**src/rtl/spi_slave_ctrl_if.sv**
```systemverilog
// Host and datapath bundle for the SPI slave sequencer.
// master = host/datapath side, slave = the sequencer itself.
interface spi_slave_ctrl_if #(
  parameter int DEPTH = 8
);
  localparam int LW = $clog2(DEPTH) + 1;

  logic          cfg_wr;
  logic          cfg_slave_mode;
  logic          cfg_cpol;
  logic          cfg_cpha;
  logic          tx_push;
  logic [7:0]    tx_push_data;
  logic          tx_full;
  logic          rx_pop;
  logic [7:0]    rx_pop_data;
  logic          rx_empty;
  logic [LW-1:0] tx_level;
  logic [LW-1:0] rx_level;
  logic          frame_active;
  logic          frame_done;
  logic [7:0]    frame_bytes;
  logic          underrun;
  logic          overrun;
  logic          clr_status;
  logic          slave_mode;
  logic          cpol;
  logic          cpha;
  logic          tx_valid;
  logic [7:0]    tx_data;
  logic          rx_byte_valid;
  logic [7:0]    rx_byte;

  modport master (
    output cfg_wr, cfg_slave_mode, cfg_cpol, cfg_cpha,
    output tx_push, tx_push_data, rx_pop, clr_status,
    output rx_byte_valid, rx_byte,
    input  tx_full, rx_pop_data, rx_empty,
    input  tx_level, rx_level,
    input  frame_active, frame_done, frame_bytes,
    input  underrun, overrun,
    input  slave_mode, cpol, cpha, tx_valid, tx_data
  );

  modport slave (
    input  cfg_wr, cfg_slave_mode, cfg_cpol, cfg_cpha,
    input  tx_push, tx_push_data, rx_pop, clr_status,
    input  rx_byte_valid, rx_byte,
    output tx_full, rx_pop_data, rx_empty,
    output tx_level, rx_level,
    output frame_active, frame_done, frame_bytes,
    output underrun, overrun,
    output slave_mode, cpol, cpha, tx_valid, tx_data
  );
endinterface

```
**src/rtl/spi_slave_ctrl.sv**
```systemverilog
// SPI slave host sequencer: TX/RX byte FIFOs, frame FSM,
// between-frame mode config and sticky under/overrun status.
module spi_slave_ctrl #(
  parameter int         DEPTH     = 8,
  parameter logic [7:0] FILL_BYTE = 8'hFF
) (
  input logic             sys_clk_i,
  input logic             sys_rstn_i,
  input logic             ssn_i,
  spi_slave_ctrl_if.slave bus
);
  localparam int AW = $clog2(DEPTH);
  localparam int LW = AW + 1;

  typedef enum logic [1:0] {
    S_IDLE,
    S_LOAD,
    S_ACTIVE,
    S_END
  } state_e;

  state_e        state_q, state_d;
  logic          ssn_m_q, ssn_s_q;
  logic          rxv_q;
  logic          mode_q, mode_d;
  logic          cpol_q, cpol_d;
  logic          cpha_q, cpha_d;
  logic          pend_q, pend_d;
  logic [2:0]    pcfg_q, pcfg_d;
  logic [7:0]    tx_mem_q [DEPTH];
  logic [7:0]    rx_mem_q [DEPTH];
  logic [LW-1:0] tx_wp_q, tx_wp_d;
  logic [LW-1:0] tx_rp_q, tx_rp_d;
  logic [LW-1:0] rx_wp_q, rx_wp_d;
  logic [LW-1:0] rx_rp_q, rx_rp_d;
  logic          tx_valid_q, tx_valid_d;
  logic [7:0]    tx_data_q, tx_data_d;
  logic          fa_q, fa_d;
  logic          fd_q, fd_d;
  logic [7:0]    fb_q, fb_d;
  logic [7:0]    cnt_q, cnt_d;
  logic          ur_q, ur_d;
  logic          ov_q, ov_d;

  logic tx_empty, tx_full, rx_empty, rx_full;
  logic byte_ev, load, tx_pop, tx_we;
  logic rx_push, rx_we;

  assign tx_empty = (tx_wp_q == tx_rp_q);
  assign rx_empty = (rx_wp_q == rx_rp_q);
  assign tx_full  = (tx_wp_q[AW-1:0] == tx_rp_q[AW-1:0]) &&
                    (tx_wp_q[AW] != tx_rp_q[AW]);
  assign rx_full  = (rx_wp_q[AW-1:0] == rx_rp_q[AW-1:0]) &&
                    (rx_wp_q[AW] != rx_rp_q[AW]);
  assign byte_ev  = (state_q == S_ACTIVE) &&
                    bus.rx_byte_valid && !rxv_q;

  always_comb begin
    state_d    = state_q;
    mode_d     = mode_q;
    cpol_d     = cpol_q;
    cpha_d     = cpha_q;
    pend_d     = pend_q;
    pcfg_d     = pcfg_q;
    tx_wp_d    = tx_wp_q;
    tx_rp_d    = tx_rp_q;
    rx_wp_d    = rx_wp_q;
    rx_rp_d    = rx_rp_q;
    tx_valid_d = 1'b0;
    tx_data_d  = tx_data_q;
    fd_d       = 1'b0;
    fb_d       = fb_q;
    cnt_d      = cnt_q;
    ur_d       = ur_q;
    ov_d       = ov_q;
    load       = 1'b0;
    tx_pop     = 1'b0;
    rx_push    = 1'b0;
    if (bus.clr_status) begin
      ur_d = 1'b0;
      ov_d = 1'b0;
    end
    case (state_q)
      S_IDLE: begin
        if (bus.cfg_wr) begin
          mode_d = bus.cfg_slave_mode;
          cpol_d = bus.cfg_cpol;
          cpha_d = bus.cfg_cpha;
        end
        if (!ssn_s_q && mode_q) begin
          state_d = S_LOAD;
          load    = 1'b1;
        end
      end
      S_LOAD: state_d = S_ACTIVE;
      S_ACTIVE: begin
        if (byte_ev) begin
          rx_push = 1'b1;
          if (cnt_q != 8'hFF) cnt_d = cnt_q + 8'd1;
          // no point preloading a byte for a frame that is ending
          load = !ssn_s_q;
        end
        if (ssn_s_q) begin
          state_d = S_END;
          fd_d    = 1'b1;
          fb_d    = cnt_d;
          cnt_d   = '0;
        end
      end
      S_END: begin
        state_d = S_IDLE;
        if (bus.cfg_wr) begin
          mode_d = bus.cfg_slave_mode;
          cpol_d = bus.cfg_cpol;
          cpha_d = bus.cfg_cpha;
        end else if (pend_q) begin
          {mode_d, cpol_d, cpha_d} = pcfg_q;
        end
        pend_d = 1'b0;
      end
      default: state_d = S_IDLE;
    endcase
    if (bus.cfg_wr &&
        (state_q == S_LOAD || state_q == S_ACTIVE)) begin
      pend_d = 1'b1;
      pcfg_d = {bus.cfg_slave_mode, bus.cfg_cpol, bus.cfg_cpha};
    end
    if (load) begin
      tx_valid_d = 1'b1;
      if (!tx_empty) begin
        tx_pop    = 1'b1;
        tx_data_d = tx_mem_q[tx_rp_q[AW-1:0]];
      end else begin
        tx_data_d = FILL_BYTE;
        ur_d      = 1'b1;
      end
    end
    tx_we = bus.tx_push && !tx_full;
    if (tx_we)  tx_wp_d = tx_wp_q + 1'b1;
    if (tx_pop) tx_rp_d = tx_rp_q + 1'b1;
    rx_we = rx_push && !rx_full;
    if (rx_push && rx_full) ov_d = 1'b1;
    if (rx_we) rx_wp_d = rx_wp_q + 1'b1;
    if (bus.rx_pop && !rx_empty) rx_rp_d = rx_rp_q + 1'b1;
    fa_d = (state_d == S_ACTIVE);
  end

  always_ff @(posedge sys_clk_i or negedge sys_rstn_i) begin
    if (!sys_rstn_i) begin
      state_q    <= S_IDLE;
      ssn_m_q    <= 1'b1;
      ssn_s_q    <= 1'b1;
      rxv_q      <= 1'b0;
      mode_q     <= 1'b0;
      cpol_q     <= 1'b0;
      cpha_q     <= 1'b0;
      pend_q     <= 1'b0;
      pcfg_q     <= '0;
      tx_wp_q    <= '0;
      tx_rp_q    <= '0;
      rx_wp_q    <= '0;
      rx_rp_q    <= '0;
      tx_valid_q <= 1'b0;
      tx_data_q  <= '0;
      fa_q       <= 1'b0;
      fd_q       <= 1'b0;
      fb_q       <= '0;
      cnt_q      <= '0;
      ur_q       <= 1'b0;
      ov_q       <= 1'b0;
      for (int i = 0; i < DEPTH; i++) begin
        tx_mem_q[i] <= '0;
        rx_mem_q[i] <= '0;
      end
    end else begin
      state_q    <= state_d;
      ssn_m_q    <= ssn_i;
      ssn_s_q    <= ssn_m_q;
      rxv_q      <= bus.rx_byte_valid;
      mode_q     <= mode_d;
      cpol_q     <= cpol_d;
      cpha_q     <= cpha_d;
      pend_q     <= pend_d;
      pcfg_q     <= pcfg_d;
      tx_wp_q    <= tx_wp_d;
      tx_rp_q    <= tx_rp_d;
      rx_wp_q    <= rx_wp_d;
      rx_rp_q    <= rx_rp_d;
      tx_valid_q <= tx_valid_d;
      tx_data_q  <= tx_data_d;
      fa_q       <= fa_d;
      fd_q       <= fd_d;
      fb_q       <= fb_d;
      cnt_q      <= cnt_d;
      ur_q       <= ur_d;
      ov_q       <= ov_d;
      if (tx_we) tx_mem_q[tx_wp_q[AW-1:0]] <= bus.tx_push_data;
      if (rx_we) rx_mem_q[rx_wp_q[AW-1:0]] <= bus.rx_byte;
    end
  end

  assign bus.tx_full      = tx_full;
  assign bus.rx_empty     = rx_empty;
  assign bus.rx_pop_data  = rx_mem_q[rx_rp_q[AW-1:0]];
  assign bus.tx_level     = tx_wp_q - tx_rp_q;
  assign bus.rx_level     = rx_wp_q - rx_rp_q;
  assign bus.frame_active = fa_q;
  assign bus.frame_done   = fd_q;
  assign bus.frame_bytes  = fb_q;
  assign bus.underrun     = ur_q;
  assign bus.overrun      = ov_q;
  assign bus.slave_mode   = mode_q;
  assign bus.cpol         = cpol_q;
  assign bus.cpha         = cpha_q;
  assign bus.tx_valid     = tx_valid_q;
  assign bus.tx_data      = tx_data_q;
endmodule
```
**src/flat_wrapper.sv**
```systemverilog
// flat-port wrapper written by rule: the top's interface ports become plain ports
module spi_slave_ctrl_flat 
#(
  parameter int         DEPTH     = 8,
  parameter logic [7:0] FILL_BYTE = 8'hFF
)
  (sys_clk_i, sys_rstn_i, ssn_i, bus_cfg_wr, bus_cfg_slave_mode, bus_cfg_cpol, bus_cfg_cpha, bus_tx_push, bus_tx_push_data, bus_rx_pop, bus_clr_status, bus_rx_byte_valid, bus_rx_byte, bus_tx_full, bus_rx_pop_data, bus_rx_empty, bus_tx_level, bus_rx_level, bus_frame_active, bus_frame_done, bus_frame_bytes, bus_underrun, bus_overrun, bus_slave_mode, bus_cpol, bus_cpha, bus_tx_valid, bus_tx_data);
  spi_slave_ctrl_if #(.DEPTH(DEPTH)) bus_i ();
  input logic sys_clk_i;
  input logic sys_rstn_i;
  input logic ssn_i;
  input wire logic [$bits(bus_i.cfg_wr)-1:0] bus_cfg_wr;
  input wire logic [$bits(bus_i.cfg_slave_mode)-1:0] bus_cfg_slave_mode;
  input wire logic [$bits(bus_i.cfg_cpol)-1:0] bus_cfg_cpol;
  input wire logic [$bits(bus_i.cfg_cpha)-1:0] bus_cfg_cpha;
  input wire logic [$bits(bus_i.tx_push)-1:0] bus_tx_push;
  input wire logic [$bits(bus_i.tx_push_data)-1:0] bus_tx_push_data;
  input wire logic [$bits(bus_i.rx_pop)-1:0] bus_rx_pop;
  input wire logic [$bits(bus_i.clr_status)-1:0] bus_clr_status;
  input wire logic [$bits(bus_i.rx_byte_valid)-1:0] bus_rx_byte_valid;
  input wire logic [$bits(bus_i.rx_byte)-1:0] bus_rx_byte;
  output wire logic [$bits(bus_i.tx_full)-1:0] bus_tx_full;
  output wire logic [$bits(bus_i.rx_pop_data)-1:0] bus_rx_pop_data;
  output wire logic [$bits(bus_i.rx_empty)-1:0] bus_rx_empty;
  output wire logic [$bits(bus_i.tx_level)-1:0] bus_tx_level;
  output wire logic [$bits(bus_i.rx_level)-1:0] bus_rx_level;
  output wire logic [$bits(bus_i.frame_active)-1:0] bus_frame_active;
  output wire logic [$bits(bus_i.frame_done)-1:0] bus_frame_done;
  output wire logic [$bits(bus_i.frame_bytes)-1:0] bus_frame_bytes;
  output wire logic [$bits(bus_i.underrun)-1:0] bus_underrun;
  output wire logic [$bits(bus_i.overrun)-1:0] bus_overrun;
  output wire logic [$bits(bus_i.slave_mode)-1:0] bus_slave_mode;
  output wire logic [$bits(bus_i.cpol)-1:0] bus_cpol;
  output wire logic [$bits(bus_i.cpha)-1:0] bus_cpha;
  output wire logic [$bits(bus_i.tx_valid)-1:0] bus_tx_valid;
  output wire logic [$bits(bus_i.tx_data)-1:0] bus_tx_data;
  assign bus_i.cfg_wr = bus_cfg_wr;
  assign bus_i.cfg_slave_mode = bus_cfg_slave_mode;
  assign bus_i.cfg_cpol = bus_cfg_cpol;
  assign bus_i.cfg_cpha = bus_cfg_cpha;
  assign bus_i.tx_push = bus_tx_push;
  assign bus_i.tx_push_data = bus_tx_push_data;
  assign bus_i.rx_pop = bus_rx_pop;
  assign bus_i.clr_status = bus_clr_status;
  assign bus_i.rx_byte_valid = bus_rx_byte_valid;
  assign bus_i.rx_byte = bus_rx_byte;
  assign bus_tx_full = bus_i.tx_full;
  assign bus_rx_pop_data = bus_i.rx_pop_data;
  assign bus_rx_empty = bus_i.rx_empty;
  assign bus_tx_level = bus_i.tx_level;
  assign bus_rx_level = bus_i.rx_level;
  assign bus_frame_active = bus_i.frame_active;
  assign bus_frame_done = bus_i.frame_done;
  assign bus_frame_bytes = bus_i.frame_bytes;
  assign bus_underrun = bus_i.underrun;
  assign bus_overrun = bus_i.overrun;
  assign bus_slave_mode = bus_i.slave_mode;
  assign bus_cpol = bus_i.cpol;
  assign bus_cpha = bus_i.cpha;
  assign bus_tx_valid = bus_i.tx_valid;
  assign bus_tx_data = bus_i.tx_data;
  spi_slave_ctrl #(.DEPTH(DEPTH), .FILL_BYTE(FILL_BYTE)) u_core (.sys_clk_i(sys_clk_i), .sys_rstn_i(sys_rstn_i), .ssn_i(ssn_i), .bus(bus_i));
endmodule
```
**config.mk**
```make
export PLATFORM = sky130hd
export DESIGN_NAME = spi_slave_ctrl_flat
export DESIGN_NICKNAME = d
export VERILOG_FILES = /design/src/rtl/spi_slave_ctrl_if.sv /design/src/rtl/spi_slave_ctrl.sv /design/src/flat_wrapper.sv
export SDC_FILE = /design/constraint.sdc
export NUM_CORES = 1
export LEC_CHECK = 0
export CORE_MARGIN = 2
export CORE_UTILIZATION = 40
export DETAILED_ROUTE_END_ITERATION = 12
export GPL_TIMING_DRIVEN = 0
export PLACE_DENSITY = 0.7
export RECOVER_POWER = 25
export REMOVE_ABC_BUFFERS = 1
export SYNTH_ARGS = -nofsm -noshare
export SYNTH_HDL_FRONTEND = slang
export SYNTH_SLANG_ARGS = --single-unit
```
**constraint.sdc**
```tcl
create_clock -name sys_clk_i -period 3.1 [get_ports sys_clk_i]
set_input_delay 0.465 -clock sys_clk_i [delete_from_list [all_inputs] [get_ports sys_clk_i]]
set_output_delay 0.465 -clock sys_clk_i [all_outputs]
set_load 0.05 [all_outputs]
```
# [Word level (Yosys, flattened, before mapping)]
# Index checks and enable logic that the tools add are counted.
[word_totals] input_bits=27 out_inout_bits=42 ff_bits=185 word_cells=139
[op_classes] n_bitwise=4 addsub=7 order_cmp=6 n_eq_ne=13 muxes=48 reduce_logical=24
[op_table] op="bitwise mux 64 bit" n=2
[op_table] op="two-way mux 8 bit" n=10
[op_table] op="binary-select mux 8 bit (select 3 bit)" n=2
[op_table] op="demux 8 bit (select 3 bit)" n=2
[op_table] op="two-way mux 1 bit" n=25
[op_table] op="adder 4 x 1 -> 4 bit (second input constant)" n=4
[op_table] op="greater-or-equal comparator 4 bit (second input constant)" n=4
[op_table] op="inverter 3 -> 4 bit" n=4
[op_table] op="logical AND 1 bit" n=12
[op_table] op="adder 8 x 1 -> 8 bit (second input constant)" n=1
[op_table] op="== test 4 bit" n=2
[op_table] op="less-than comparator 4 x 1 -> 1 bit (second input constant)" n=2
[op_table] op="inequality test 8 bit (second input constant)" n=1
[op_table] op="one-hot mux 1 bit (2 select lines)" n=4
[op_table] op="one-hot mux 2 bit (4 select lines)" n=1
[op_table] op="subtractor 4 bit" n=2
[op_table] op="== test 2 bit (second input constant)" n=3
[op_table] op="== test 3 bit" n=2
[op_table] op="nonzero test 2 bit" n=3
[op_table] op="zero test 1 bit" n=5
[op_table] op="two-way mux 2 bit" n=2
[op_table] op="inequality test 3 x 2 -> 1 bit (second input constant)" n=1
[op_table] op="AND reduction 3 bit" n=1
[op_table] op="== test 2 x 1 -> 1 bit (second input constant)" n=1
[op_table] op="other kinds (5)" n=6

# [Longest topological paths before layout]
[logic_depth] depth_word=7 mapped_depth=9 mapped_depth_nobuf=6

# [Least setup slack after synthesis]
# No wires, ideal clock.
[synth_path] kind="reg2out" start="register u_core.rx_rp_q[1]" end="output bus_rx_level[3]" stages_incl_launch_ff=8 setup_slack_ns=0.106 arrival_time_ns=2.529 cell_sequence="dfrtp_1 > clkbuf_1 > clkbuf_1 > inv_1 > ha_1 > a21o_1 > a21oi_1 > xor2_1"
[synth_between] elab_chain_len=1
[synth_lines] element="from (decl)" line="spi_slave_ctrl.sv:35" rtl="logic [LW-1:0] rx_rp_q, rx_rp_d;"
[synth_lines] element="from (signal assigned)" line="spi_slave_ctrl.sv:188" rtl="rx_rp_q <= rx_rp_d;"
[synth_lines] element="subtractor 4 bit" line="spi_slave_ctrl.sv:206" rtl="assign bus.rx_level = rx_wp_q - rx_rp_q;"
[synth_lines] element="to (decl)" line="flat_wrapper.sv:26" rtl="output wire logic [$bits(bus_i.rx_level)-1:0] bus_rx_level;"
# Every way passes these cells.

# [Final worst setup path]
[layout_path] start="register u_core.rx_rp_q[0]" end="output bus_rx_level[2]"
# The elaborated chain is that of the path after synthesis.

==> flow_summary_export.csv <==
group,metric,value,unit
outcome,status,"complete, but fails checks",
outcome,violations,"max-capacitance violations, max-slew violations",
logic_synthesis,synth-main-ff-cell,"dfrtp_1",
power,p_int,6.99,mW
worst_setup_path,worst_setup_path_start_kind,"register",
grt,antenna_found_initial,0,
die,ioPinCount,69,
placement,numPortBuffers,68,
die,rows,53,
cells_and_area,diodes,0,
logic_synthesis,synth_edf_count,0,
logic_synthesis,synth_seq_cells,185,
worst_setup_path,r2r_cells,6,
clock_network,root_buffer,"clkbuf_16",
power,switchingPower,4.80,mW
power,power_density,1160,nW/µm²
cells_and_area,layout_commonest_cell,"dfrtp_1",
clock_network,cts_tree,"built",
cells_and_area,drive_above_1_share,0.331,
sta,setup_ws,111,ps
worst_setup_path,arrival,2520,ps
drt,wl,17.9,mm
cells_and_area,syn_to_final_growth,18.6,%
clock_network,clk_pin_slew,70,ps
logic_synthesis,yosys.area.top_type_share,0.534,
drt,ant_nets,0,
sta,min_period,2990,ps
logic_synthesis,synth.distinct_cells,53,
sta,max_slew_margin,-0.0552,
sta,clock-skew-final,16.0,ps
min_path,hp-class,"register to register",
die,die-height,150,µm
drt,routedWlPerCell,18.4,µm
worst_setup_path,cp.required,2630,ps
clock_network,cts_sinks,185,
drt,route.detailed.drc,0,
worst_setup_path,timing.rr.end,"u_core.rx_mem_q[16]",
sta,hold_viol,0,
drt,avgViaCountPerCell,5.29,
worst_setup_path,path_class,"register to primary output",
grt,grt_overflow_total,0,
logic_synthesis,async_flop_share,1.00,
grt,grt_pass1_wl,29.5,mm
sta,rsz0062_at_grt,"yes",
job,maxCapViolations,1,
power,vdd_drop_max,0.000659,V
sta,max_slew.worst_pin.slew,1580,ps
power,clockPowerShare,0.179,
sta,maxSlewViolCount,62,
min_path,hold_end,"u_core.ssn_s_q",
power,leakagePower,4.60,nW
logic_synthesis,avgSynthCellArea,13.8,µm²
cells_and_area,nets,730,
min_path,hold_start,"u_core.ssn_m_q",
logic_synthesis,yosys.area.top_type,"dfrtp_1",
cells_and_area,fill_cells,1789,
power,switching_share,0.407,
worst_setup_path,r2r_start,"u_core.rx_rp_q[2]",
grt,grt_max_degree,125,
logic_synthesis,synth.area.top_cells,"dfrtp_1 53%, mux2_2 14%, mux4_2 8.4%",
sta,min_period_over_period,0.964,
die,start_util,0.408,
power,power_frac_comb,0.453,
sta,setup_viol,0,
worst_setup_path,setup.worst_path.end_class,"primary output",
drt,dr_total_vias,5162,
grt,grt_use_total,0.168,
min_path,hold_path_depth,0,
sta,fmax,0.335,GHz
clock_network,clock_latency,430,ps
grt,grt_pass1_vias,5590,
logic_synthesis,yosysSeqAreaShare,0.541,
drt,drtIter0Drc,218,
clock_network,cts_buffer_depth,2,
logic_synthesis,ys_warn_count,0,
die,die_w,150,µm
die,fp.coreArea,21000,µm²
drt,dr.pass1.iters,4,
placement,gp_congestion,0.788,
clock_network,cts_buffers,17,
placement,place_ws,-375,ps
power,power.share.sequential,0.368,
cells_and_area,final_cell_mix,"177 x dfrtp_1, 107 x mux2_2, 62 x nand2_1",
die,fp.dieArea,22600,µm²
logic_synthesis,syn_area,8570,µm²
placement,post-dp-hpwl,12.0,mm
clock_network,cts_max_level,4,
worst_setup_path,r2r_slack,300,ps
logic_synthesis,syn_inst,619,
worst_setup_path,crit_fanout,11,
power,total_power,11.8,mW
[Yosys cell counts (all sizes together), types with 5 or more instances]
| cell | number |
|---|---|
| dfrtp | 183 |
| mux2 | 131 |
| nand2 | 62 |
| mux4 | 32 |
| inv | 20 |
| nor2 | 20 |
| o21ai | 19 |
| buf | 14 |
| ha | 14 |
| clkbuf | 13 |
| xnor2 | 13 |
| nand3 | 11 |
| a31oi | 10 |
| a21oi | 9 |
| nand4 | 7 |
| xor2 | 6 |
| mux2i | 5 |
| or4 | 5 |
[cell type report]
| cell class | instances | area [µm²] | share of cell area |
|---|---|---|---|
| clock buffers | 17 | 425 | 0.0418 |
| flip-flops and latches | 185 | 4640 | 0.457 |
| well taps | 275 | 344 | 0.0338 |
| multi-input cells | 383 | 3740 | 0.368 |
| inverters | 24 | 92.6 | 0.00911 |
| repair buffers | 76 | 776 | 0.0763 |
| clock inverters | 15 | 148 | 0.0145 |
[worst max-delay path: stages, from the launching register on]
cell,delay (ps)
dfrtp_4,590
buf_8,200
ha_1,230
fa_1,390
xnor2_1,160
clkdlybuf4s15_1,510
[how the worst max path moves through the flow]
stage / startpoint / end / cells after the start
2_1_floorplan: u_core.tx_rp_q[0] / u_core.tx_rp_q[3] / 5
3_3_place_gp: sys_rstn_i / u_core.tx_mem_q[22] / 1
3_5_place_dp: u_core.tx_rp_q[1] / bus_tx_level[3] / 6
4_1_cts: u_core.rx_rp_q[0] / bus_rx_pop_data[4] / 4
5_1_grt: u_core.rx_rp_q[0] / bus_rx_level[2] / 5
6_report: u_core.rx_rp_q[0] / bus_rx_level[2] / 5
[routing by layer]
layer	routed length (µm)	up-vias	GRT usage
met5	0	-	0
li1	-	2381	-
met3	695	19	0.0358
met4	227	0	0.0505
met1	7430	2659	0.201
met2	9550	103	0.303
[logic make-up (layout without fill, tap and decap cells)]
| group | after synthesis | count (layout) | synth area share |
|---|---|---|---|
| buffers and inverters | 51 | 132 | 0.0255 |
| muxes | 168 | 168 | 0.273 |
| xor gates and xnor gates | 19 | 19 | 0.0212 |
| adders and majority gates | 16 | 16 | 0.0251 |
| DFF | 185 | 185 | 0.541 |
| and+or+nand+nor | 123 | 123 | 0.0739 |
| AOI/OAI and AO/OA | 57 | 57 | 0.0412 |
[flip-flops by register name (all words and copies together) (netlist names), 2 cells and up]
| register | flops |
|---|---|
| u_core.rx_mem_q | 64 |
| u_core.tx_mem_q | 64 |
| u_core.bus.frame_bytes | 8 |
| u_core.bus.tx_data | 8 |
| u_core.cnt_q | 8 |
| u_core.rx_rp_q | 4 |
| u_core.rx_wp_q | 4 |
| u_core.tx_rp_q | 4 |
| u_core.tx_wp_q | 4 |
| u_core.pcfg_q | 3 |
| u_core.state_q | 2 |
[power by group through the flow]
stage	clock network (mW)	logic, mW	registers [mW]
final	2.11	5.34	4.34
after floorplan	0	3.59	4.48
after global routing	2.26	5.73	4.49
after CTS	2.17	5.29	4.39
after global placement	0	5.18	4.31
after detailed placement	0	5.36	4.41
[stage by stage]
stage	hold slack (ps)	setup TNS, ps	utilization	instance area (µm²)	cells
after global placement	349	-1030110	0.450	9470	935
final	356	0	0.484	10200	975
after global routing	360	-25.4	0.484	10200	975
after detailed placement	347	-14530	0.452	9510	937
after floorplan	169	0	-	8440	592
after CTS	358	0	0.481	10100	970
[what timing repair did]
item | CTS | global route
buffers inserted | 0 | 5
hold buffers | 1 | 0
resized for setup | 24 | 8
pin swaps | 0 | 1
endpoints found under the hold margin | 59 | 0
endpoints found under the setup margin | 117 | 42
Note: power is estimated with default switching activity, not from simulation.
